`config.mk`:
```
export PLATFORM = sky130hd
export DESIGN_NAME = pocket_video_out
export DESIGN_NICKNAME = d
export VERILOG_FILES = /design/src/rtl/pocket_video_out.sv
export SDC_FILE = /design/constraint.sdc
export NUM_CORES = 1
export LEC_CHECK = 0
export CORE_MARGIN = 5
export CORE_UTILIZATION = 45
export DETAILED_ROUTE_END_ITERATION = 10
export PLACE_DENSITY_LB_ADDON = 0.2
export REMOVE_ABC_BUFFERS = 1
export SYNTH_ARGS = -nofsm -noshare
export SYNTH_HDL_FRONTEND = slang
export SYNTH_SLANG_ARGS = --single-unit
```
`constraint.sdc`:
```
create_clock -name clk -period 3 [get_ports clk]
set_clock_uncertainty 0.15 [all_clocks]
set_input_delay 0.75 -clock clk [delete_from_list [all_inputs] [get_ports clk]]
set_output_delay 0.75 -clock clk [all_outputs]
set_load 0.05 [all_outputs]
```
`src/rtl/pocket_video_out.sv`:
```
// Pixel-rate video output stage: registers colour and timing on ce_pix, turns sync
// levels into start-of-line/frame pulses, and measures the active raster size.
module pocket_video_out #(
  parameter int EOL_ENABLE = 1
) (
  input  logic        clk,
  input  logic        reset,
  input  logic        ce_pix,
  input  logic        hsync,
  input  logic        vsync,
  input  logic        hblank,
  input  logic        vblank,
  input  logic [7:0]  r,
  input  logic [7:0]  g,
  input  logic [7:0]  b,
  input  logic [2:0]  scaler_slot,
  output logic [23:0] vid_rgb,
  output logic        vid_de,
  output logic        vid_hs,
  output logic        vid_vs,
  output logic [8:0]  line_width,
  output logic [8:0]  frame_height,
  output logic        frame_start
);

  logic       r_hs_hist;
  logic       r_vs_hist;
  logic       r_hb_hist;
  logic       r_act_hist;
  logic       r_hs_defer;
  logic [2:0] r_slot;
  logic [8:0] r_pix_cnt;
  logic [8:0] r_line_cnt;
  logic [8:0] r_last_width;

  logic       w_active;
  logic       w_hs_rise;
  logic       w_vs_rise;
  logic       w_hb_rise;
  logic       w_act_fall;
  logic       w_hs_want;
  logic [8:0] w_line_eff;
  logic [8:0] w_width_eff;
  logic [23:0] w_eol;

  assign w_active   = ~hblank & ~vblank;
  assign w_hs_rise  = hsync & ~r_hs_hist;
  assign w_vs_rise  = vsync & ~r_vs_hist;
  assign w_hb_rise  = hblank & ~r_hb_hist;
  assign w_act_fall = r_act_hist & ~w_active;
  // A pending (deferred) hs and a fresh hs edge merge into a single pulse.
  assign w_hs_want  = w_hs_rise | r_hs_defer;

  // Line that completes on this very sample still counts toward the frame.
  assign w_line_eff  = (w_act_fall && r_line_cnt != 9'd511) ? r_line_cnt + 9'd1 : r_line_cnt;
  assign w_width_eff = w_act_fall ? r_pix_cnt : r_last_width;
  assign w_eol       = {10'd0, r_slot, 11'd0};

  always_ff @(posedge clk) begin
    if (reset) begin
      r_hs_hist    <= hsync;
      r_vs_hist    <= vsync;
      r_hb_hist    <= hblank;
      r_act_hist   <= w_active;
      r_hs_defer   <= 1'b0;
      r_slot       <= 3'd0;
      r_pix_cnt    <= 9'd0;
      r_line_cnt   <= 9'd0;
      r_last_width <= 9'd0;
      vid_rgb      <= 24'd0;
      vid_de       <= 1'b0;
      vid_hs       <= 1'b0;
      vid_vs       <= 1'b0;
      line_width   <= 9'd0;
      frame_height <= 9'd0;
      frame_start  <= 1'b0;
    end else begin
      frame_start <= ce_pix & w_vs_rise;
      if (ce_pix) begin
        r_hs_hist  <= hsync;
        r_vs_hist  <= vsync;
        r_hb_hist  <= hblank;
        r_act_hist <= w_active;

        vid_vs     <= w_vs_rise;
        vid_hs     <= w_hs_want & ~w_vs_rise;
        r_hs_defer <= w_hs_want & w_vs_rise;
        vid_de     <= w_active;

        if (w_active)
          vid_rgb <= {r, g, b};
        else if (EOL_ENABLE != 0 && r_act_hist)
          vid_rgb <= w_eol;
        else
          vid_rgb <= 24'd0;

        if (w_hb_rise)
          r_pix_cnt <= 9'd0;
        else if (w_active && r_pix_cnt != 9'd511)
          r_pix_cnt <= r_pix_cnt + 9'd1;

        if (w_act_fall)
          r_last_width <= r_pix_cnt;

        if (w_vs_rise) begin
          r_slot       <= scaler_slot;
          frame_height <= w_line_eff;
          if (w_line_eff != 9'd0)
            line_width <= w_width_eff;
          r_line_cnt   <= 9'd0;
        end else begin
          r_line_cnt   <= w_line_eff;
        end
      end
    end
  end

endmodule

```
* Word level (Yosys, flattened, before mapping)
Cells that the tools add are included.
Word-level totals: bits in registers 81, latch bits 0, RAM bits 0, bits in read-only memories 0, input bits 34, output and inout bits 46, logic and storage cells 59, memories 0
Cells by class: add/subtract/negate cells 2, $mul 0, div/mod/pow operators 0, $lt $le $gt $ge 0, equal/unequal tests 2, shifts and indexed selects 0, muxes and demuxes 15, bitwise logic cells 16, reductions and logical operators 8
Operators by type and width (number):
- 9-bit two-way mux | 5
- 24-bit two-way mux | 1
- 9-bit by 1-bit adder with 9-bit output (second input constant) | 2
- 9-bit != test (second input constant) | 2
- 14-bit two-way mux | 1
- 9-bit nonzero test | 1
- 1-bit AND | 8
- 1-bit two-way mux | 8
- 1-bit inverter | 7
- 2-bit AND reduction | 2
- 2-bit nonzero test | 2
- 3-bit AND reduction | 1
- 1-bit logical AND | 2
- 1-bit bitwise OR | 1

* Depth between registers and ports, before layout
Gate-level depths: netlist of run 1.
depth after elaboration 8, mapped depth 10, gate-level depth less buffers 10

* Worst setup path after synthesis of run 1
Ideal clock, no wire load.
kind reg2reg, from register r_line_cnt[0], to register line_width[0], library setup time 0.121 ns, data arrival time 2.598 ns, data required time 2.729 ns, setup slack 0.131 ns, cell stages (with the launch flop) 11, buffers on the path 0, period minus slack after synthesis 2.869 ns, path through dfxtp_1 > ha_1 > nand3_1 > nor2_1 > ha_1 > nor3b_1 > nand2b_1 > a2111oi_2 > a311oi_1 > nor3_4 > mux2_2
On the way: longest elaborated chain between the ends 5, elaborated cells on any way between the ends 6, those cells by class add/sub: 1; eq/ne: 1; mux: 1; reduce/logical: 3
RTL lines:
- from (decl) | line 33 | logic [8:0] r_line_cnt;
- from (signal assigned) | line 112 | r_line_cnt <= w_line_eff;
- parallel branches: the longest is 2 deep, another holds 9-bit by 1-bit adder with 9-bit output
- 9-bit two-way mux (*) | line 55 | assign w_line_eff = (w_act_fall && r_line_cnt != 9'd511) ? r_line_cnt + 9'd1 : r_line_cnt;
- 9-bit nonzero test (*) | line 108 | if (w_line_eff != 9'd0)
- 3-bit AND reduction (no line) (*)
- to (signal assigned) | line 109 | line_width <= w_width_eff;
- to (decl) | line 21 | output logic [8:0] line_width,
Mark *: on every way between the ends. A chain may end at the register's enable or synchronous reset.

* Worst setup path after layout of run 1
from register r_line_cnt[0], to register line_width[8]
The elaborated chain is that of the path after synthesis.

==> metrics, run 1 <==
outcome finished clean; layout cells sized above 1 around 14%; CP Capture Point line_width[8]; Tot GR Track Use 18.31%; hpwl dp 5.870 mm; Routed WL 7.988 mm; commonest non-fill, non-tap cell in the layout clkdlybuf4s50_1; crit path from r_line_cnt[0]; Worst EP required 3.09 ns; max-cap check violation count 0; drt first pass iters 4; power density over the cells approximately 470 nW/um2; CTS tree built; Worst-Skew Late Latency 0.35 ns; total grt overflow 0; Ports 80; measured slew at the worst slew-check pin 0.5982 ns; VDD IR-drop max 0.2555 mV; hold_buf cts 0; H-tree levels 3; Cell variety after synth 43; crit path DAT about 3 ns; FFs w/ async S/R, synth 0%; Slew HR 59.97%; placed cell areas 4423 um2; TritonCTS Buffers 9; Die W 96.42 um; commonest non-fill, non-tap cells in the layout clkdlybuf4s50_1 (79), dfxtp_1 (77), nand2_1 (54); Ant. Diodes 0; Post-CTS Setup Bufs 0; ANT nets after route 0; clk slew on worst S/H paths 0.08 ns; dominant cells by area after synthesis dfxtp_1 (46%), nand2_1 (6.0%), a22o_1 (5.5%), nor2_1 (3.8%), edfxtp_1 (3.6%); Finished Cell Area 4626 um2; Vias/cell 5.149; nets@finish about 500; post_cts resized 0; number of global-route vias before repair 2899; Synth top area share 45.87%; Cell Area, Synth 3361 um2; Worst setup SP type flop; Synth Flop Type dfxtp_1; P&R area growth vs syn 37.64%; critical path class flop to flop; Hold Crit Class flop to flop; crit path capture type flop; DR vias 2930; root buffer cell clkbuf_8; synthesized area per cell 9.132 um2; synthesized instance count 368; largest net degree at the start of global routing 31; global-route wire length before repair ~13 mm; Ys Warns 0; total core area 7253 um2; Die Area 9297 um2; drt initial violations ~140; die height between 90 and 100 um; period utilization a little over nine tenths; WL/cell 14.04 um; R2R depth 11; Max Fclk 352.2 MHz; Residual DRC 0; sequential area share after synthesis between 40% and 50%; worst r2r src r_line_cnt[0]; Clock Tree Buf Depth 2; final setup fails 0; clock sinks a little over 80; Yosys top cell by area dfxtp_1; starting density of the core 46.33%; fin crit period ~2.8 ns; final core utilization a little under two thirds; fin. max-slew vios 0; #FFs+latches synth between 80 and 90; reg2reg end line_width[8]; r2r setup slk 0.16 ns; leakage between 1.5 and 2 nW; RD Place Congestion roughly 0.98; Port Buffers 79; CP max FO 9; row cnt 31; number of synthesized flops with an enable pin 4; antenna violations before repair 0; final hold viol count 0
worst min path at each step:
stage | end | cells past startpoint | slack [ns] | start
floorplan | r_slot[0] | 2 | 0.28 | r_slot[0]
global placement | vid_de | 1 | 0.28 | vid_de
detailed placement | vid_de | 1 | 0.29 | vid_de
CTS | vid_de | 1 | 0.31 | vid_de
global route | r_last_width[6] | 2 | 0.33 | r_last_width[6]
finish | vid_de | 1 | 0.30 | vid_de
kinds of logic after synthesis:
group | share of synthesized area (%)
mux | 3.314
compound gates | 18.50
flops | 49.44
fa+ha+maj | 1.489
xor+xnor | 4.170
simple gates | 19.99
buf+inv | 3.090
registers in the layout, indices dropped and copies added (netlist names), 3 cells and up:
signal        cells
r_pix_cnt         9
r_last_width      9
r_line_cnt        9
r_slot            3
line_width        9
frame_height      9
vid_rgb          24
cells in the mapped netlist (2+ instances only):
cell type / instances
a21o_1: 3
a22oi_1: 2
edfxtp_1: 4
inv_1: 3
and2_1: 2
nor2b_1: 12
buf_1: 3
o21ai_0: 15
nand4_1: 3
nand3_1: 18
xor2_1: 7
nor3_1: 6
xnor2_1: 9
mux2_2: 9
buf_2: 2
a211oi_1: 8
nor2_1: 34
a21oi_1: 23
o31ai_1: 2
nand2_1: 54
a22o_1: 21
ha_1: 4
a32o_1: 2
nand2b_1: 4
a311oi_1: 7
clkbuf_1: 17
dfxtp_1: 77
nor3b_1: 2
routing by layer:
layer / wire length [um] / global-route usage [%] / vias to the layer above
li1: - / - / 1490
met1: 3734 / 23.33 / 1348
met2: 3558 / 28.69 / 82
met3: 603 / 6.274 / 10
met4: 91 / 6.893 / 0
met5: 0 / 0 / -
power by group:
part / internal [mW] / switching (mW)
registers: 1.11 / 0.0150
clock network: 0.359 / 0.412
logic: 0.117 / 0.165
metrics by stage:
stage	hold WS, ns	cells	setup TNS, ns	setup WS, ns	power (mW)
after floorplan	0.2805	345	0	0.1312	1.290
after CTS	0.3093	569	0	0.09740	2.204
final	0.3038	569	0	0.1609	2.179
after global routing	0.3296	569	-0.002058	-0.002058	2.275
after detailed placement	0.2931	553	-0.5281	-0.06983	1.434
after global placement	0.2818	553	-0.2500	-0.02887	1.429
cell type report:
type	count	area (um2)
clock buffers	10	148.9
flip-flops and latches	81	1662
fillers	643	2628
multi-input cells	261	1603
inverters	3	11.26
clock inverters	6	48.80
well taps	99	123.9
repair buffers	109	1028
critical path, stage by stage, from the launching register on:
cell       delay, ns
dfxtp_1         0.32
ha_1            0.21
nand3_1         0.09
nor2_1          0.04
ha_1            0.31
nor3b_2         0.25
nand2b_1        0.10
a2111oi_2       0.39
a311oi_1        0.14
nor3_4          0.23
buf_12          0.16
mux2_2          0.33
(Power assumes the default switching activity.)
==> run 2: changes to the inputs <==
CORE_UTILIZATION = 49   (was 45)
clock period = 3.07 ns   (was 3 ns; I/O delays follow)
==> metrics, run 2 (synthesis gave the netlist of run 1 again) <==
outcome finished clean; hpwl dp 5.968 mm (+1.7%); RSZ-0062 raised after global routing no; drt first pass iters 4 (unchanged); TritonCTS Buffers 9 (unchanged); row cnt 30 (-3.2%); hold_buf cts 0 (unchanged); clk slew on worst S/H paths 0.09 ns (about the same); total core area 6719 um2 (-7.4%); Final Power 2.160 mW (-0.88%); Ant. Diodes 0 (unchanged); number of global-route vias before repair 2890 (-0.31%); nets@finish 508 (+0.99%); crit path capture type flop; fin crit period 2.798 ns (-0.04071 ns); Worst-Skew Late Latency 0.35 ns (about the same); register area 1662 um2 (unchanged); DR vias 2987 (+1.9%); max-cap check violation count 0 (unchanged); crit path DAT 2.89 ns (-0.04 ns); commonest non-fill, non-tap cells in the layout clkdlybuf4s50_1 (79), dfxtp_1 (77), nand2_1 (54); global-route wire length before repair 13.49 mm (+1.2%); commonest non-fill, non-tap cell in the layout clkdlybuf4s50_1; final core utilization 69.09% (+5.3 points); worst hold slack 0.3090 ns (+0.005161 ns); multi-input logic area 1598 um2 (-0.31%); CP max FO 9 (unchanged); fin. max-slew vios 0 (unchanged); H-tree levels 3 (unchanged); Die Area 8615 um2 (-7.3%); VDD IR-drop max 0.3335 mV (+31%); drt initial violations 117 (-18%); antenna violations before repair 0 (unchanged); Worst EP required 3.16 ns (+0.07 ns); root buffer cell clkbuf_8; Routed WL 8.159 mm (+2.1%); die height 92.82 um (-3.7%); Vias/cell 5.382 (+4.5%); Worst setup SP type flop; ANT nets after route 0 (unchanged); r2r setup slk 0.27 ns (+0.11 ns); Slew HR 64.55% (+4.6 points); layout cells sized above 1 14.74% (+0.69 points); leakage 1.700 nW (+1.7%); P&R area growth vs syn 38.12%; total grt overflow 0 (unchanged); Ports 80 (unchanged); # fillers 558 (-13%); Hold Crit Class flop to flop; Post-CTS Setup Bufs 0 (unchanged); Tot GR Track Use 19.37% (+1.1 points); critical path class flop to flop; post_cts resized 0 (unchanged); largest net degree at the start of global routing 28 (-9.7%); Die W 92.82 um (-3.7%); max FFs per register 24 (unchanged); Residual DRC 0 (unchanged); power density over the cells 465.3 nW/um2 (-1.2%); starting density of the core 50.02% (+3.7 points); Port Buffers 79 (unchanged); period utilization 91.15% (-3.5 points); Clock Tree Buf Depth 2 (unchanged); measured slew at the worst slew-check pin 0.5301 ns (-0.06804 ns); clock sinks 81 (unchanged); CTS tree built; Max Fclk 357.4 MHz (+1.5%); final setup fails 0 (unchanged); final hold viol count 0 (unchanged); WL/cell 14.70 um (+4.7%); Biggest register vid_rgb; RD Place Congestion 0.8309 (-15%)
-- run 2: final cells by class --
class	instances	area share, %
Inverter	3	0.2426
Clock inverter	5	0.9164
Clock buffer	11	3.504
Sequential cell	81	35.80
Timing Repair Buffer	114	22.96
Tap cell	80	2.156
Multi-Input combinational cell	261	34.42
-- run 2: per-stage QoR --
step / std cells / setup TNS [ns] / instance area, um2 / worst slack, ns
CTS: 554 / 0 / 4622 / 0.04889
global placement: 538 / -0.5461 / 4417 / -0.06153
finish: 555 / 0 / 4642 / 0.2716
floorplan: 345 / 0 / 3268 / 0.2012
detailed placement: 538 / -1.447 / 4417 / -0.1687
global route: 555 / 0 / 4642 / 0.07814
-- run 2: final timing paths --
kind | endpoint | startpoint | depth (start not counted)
worst max-delay path | line_width[3] | r_line_cnt[5] | 10
worst min-delay path | r_last_width[6] | r_last_width[6] | 2
worst max register to register | line_width[3] | r_line_cnt[5] | 10
worst min register to register | r_last_width[6] | r_last_width[6] | 2
-- run 2: where the power goes --
part	switching (mW)	internal, mW
clock network	0.402	0.376
registers	0.0147	1.09
logic	0.163	0.119
-- run 2: per-layer routing --
metal  share of wire (%)  GRT usage (%)  vias to the layer above
met5                   0              0                        -
met4                 1.5          6.716                        0
met3                 7.9          6.499                       17
met2                  45          30.95                      100
met1                  46          24.40                     1368
li1                    -              -                     1502
-- run 2: critical path: stages (launching register included) --
cell and delay, ns:
dfxtp_1 0.38, nand4_1 0.18, nor2_1 0.15, ha_1 0.25
nor3b_1 0.28, nand2b_1 0.12, a2111oi_2 0.39, a311oi_1 0.14
nor3_4 0.18, buf_12 0.16, mux2_2 0.33
==> run 3: changes to the inputs <==
MAX_ROUTING_LAYER = met4   (was unset)
==> metrics, run 3 (synthesis gave the netlist of run 1 again) <==
Cells after DPL 535 (-0.56%); Tot GR Track Use 20.07% (+0.71 points); Comb pwr share 12.6% (-0.5 points); worst-path cell chain ha_1, nand3_1, nor2_1, ha_1, nor3b_2, nand2b_1, a2111oi_2, a311oi_1, nor3_4, buf_12, mux2_2; sequential power share 49.7% (-1.2 points); drt first pass iters 4 (unchanged); CTS tree built; number of global-route vias before repair 2814 (-2.6%); Vias/cell 5.387 (about the same); drt initial violations 177 (+51%); total core area 6719 um2 (unchanged); sw frac 26.17% (-0.68 points); Hold Crit Class flop to flop; commonest non-fill, non-tap cells in the layout clkdlybuf4s50_1 (79), dfxtp_1 (77), nand2_1 (54); met2 usage 30.11% (-0.84 points); Die Area 8615 um2 (unchanged); Max Fclk 351.4 MHz (-1.7%); die height 92.82 um (unchanged); Worst EP required 3.16 ns (about the same); Ant. Diodes 0 (unchanged); fin. max-slew vios 0 (unchanged); Routed WL 8.154 mm (about the same); H-tree levels 3 (unchanged); CP max stage cell dfxtp_1; Slew HR 59.88% (-4.7 points); Ports 80 (unchanged); layout cells sized above 1 14.23% (-0.51 points); starting density of the core 50.02% (unchanged); largest net degree at the start of global routing 32 (+14%); Worst-Skew Late Latency 0.35 ns (about the same); CP max FO 9 (unchanged); fin crit period 2.845 ns (+0.04708 ns); GR Util met1 25.81% (+1.4 points); Finished Layout Cells 551 (-0.72%); Sw Pwr 0.5792 mW (-0.12%); crit-path most repeated cell ha_1; period utilization 92.69% (+1.5 points); met3 usage 5.849% (-0.65 points); WL/cell 14.80 um (+0.66%); final setup fails 0 (unchanged); critical path class flop to flop; Clock power frac 37.7% (+1.7 points); outcome finished clean; setup TNS 0 ns (unchanged); VDD IR-drop max 0.3340 mV (+0.15%); Die W 92.82 um (unchanged); max incr delay on CP 0.44 ns (+0.05 ns); crit path DAT 2.94 ns (+0.05 ns); Clock Tree Buf Depth 2 (unchanged); # fillers 562 (+0.72%); Biggest register vid_rgb; DR vias 2968 (-0.64%); row cnt 30 (unchanged); total grt overflow 0 (unchanged); clock sinks 81 (unchanged); Worst setup SP type flop; P&R area growth vs syn 37.83%; clk slew on worst S/H paths 0.08 ns (about the same); RSZ-0062 raised after global routing no; global-route wire length before repair 13.41 mm (-0.56%); crit path capture type flop; root buffer cell clkbuf_8; RD Place Congestion 0.8663 (+4.3%); leakage 1.692 nW (-0.46%); GR peak layer met2; nets@finish 504 (-0.79%); hpwl dp 5.783 mm (-3.1%); max-cap check violation count 0 (unchanged); ANT nets after route 0 (unchanged); Residual DRC 0 (unchanged); Port Buffers 79 (unchanged); TritonCTS Buffers 9 (unchanged); final hold viol count 0 (unchanged); final core utilization 68.94% (-0.15 points); power density over the cells 477.9 nW/um2 (+2.7%); commonest non-fill, non-tap cell in the layout clkdlybuf4s50_1; cell-internal power 1.635 mW (+3.4%); antenna violations before repair 0 (unchanged); measured slew at the worst slew-check pin 0.6018 ns (+0.07169 ns); max FFs per register 24 (unchanged)
## run 3: changes by cell type in the layout (fill, tap and decap cells not counted), sizes merged
cell,previous run,this run
inv,6,5
bufinv,0,1
clkinvlp,1,0
clkbuf,11,10
buf,35,31
clkinv,1,3
## run 3: critical path: cells and delay by family (launching register included)
family | cells | cell delay, ns
buffers and inverters | 1 | 0.15
and+or+nand+nor | 5 | 0.70
DFF | 1 | 0.44
adders and majority gates | 2 | 0.47
AOI/OAI and AO/OA | 2 | 0.50
muxes | 1 | 0.32
## run 3: power by group through the flow
stage                     clock [mW]  combinational (mW)  sequential [mW]
after floorplan                    0              0.0743             1.19
after CTS                      0.857               0.281             1.10
after detailed placement           0               0.280             1.12
after global routing           0.906               0.299             1.10
final                          0.834               0.280             1.10
after global placement             0               0.277             1.12
## run 3: per-stage QoR
step | worst slack [ns] | power, mW | hold slack [ns] | area (um2)
after CTS | 0.1450 | 2.239 | 0.3101 | 4627
after global routing | 0.04315 | 2.309 | 0.3329 | 4632
after floorplan | 0.2012 | 1.261 | 0.2805 | 3268
after global placement | 0.06868 | 1.401 | 0.2879 | 4407
after detailed placement | -0.03687 | 1.405 | 0.2933 | 4407
final | 0.2246 | 2.214 | 0.3113 | 4632
## run 3: path summary, 6_finish.rpt
check,from,end,slack [ns],cells past startpoint
max reg2reg,r_line_cnt[1],line_width[8],0.22,11
min reg2reg,r_last_width[0],r_last_width[0],0.31,2
min,r_last_width[0],r_last_width[0],0.31,2
max,r_line_cnt[1],line_width[8],0.22,11
## run 3: what timing repair did
item	in CTS	in global routing
endpoints found under the setup margin	0	9
resized for setup	0	1
hold buffers	0	0
buffers inserted	0	0
## run 3: layout make-up
type / instances / area (um2) / share of cell area [%]
clock buffer: 10 / 148.9 / 3.214
clock inverter: 6 / 71.32 / 1.540
inverter: 3 / 11.26 / 0.2431
multi-input combinational: 261 / 1603 / 34.60
sequential: 81 / 1662 / 35.87
tap: 80 / 100.1 / 2.161
timing repair buffer: 110 / 1036 / 22.37
## run 3: layer usage
| metal | share of wire, % | wire length [um] | up-vias |
|---|---|---|---|
| met5 | 0 | 0 | - |
| met4 | 0.53 | 43 | 0 |
| met3 | 7.4 | 603 | 4 |
| met2 | 46 | 3717 | 84 |
| met1 | 46 | 3789 | 1385 |
| li1 | - | - | 1495 |
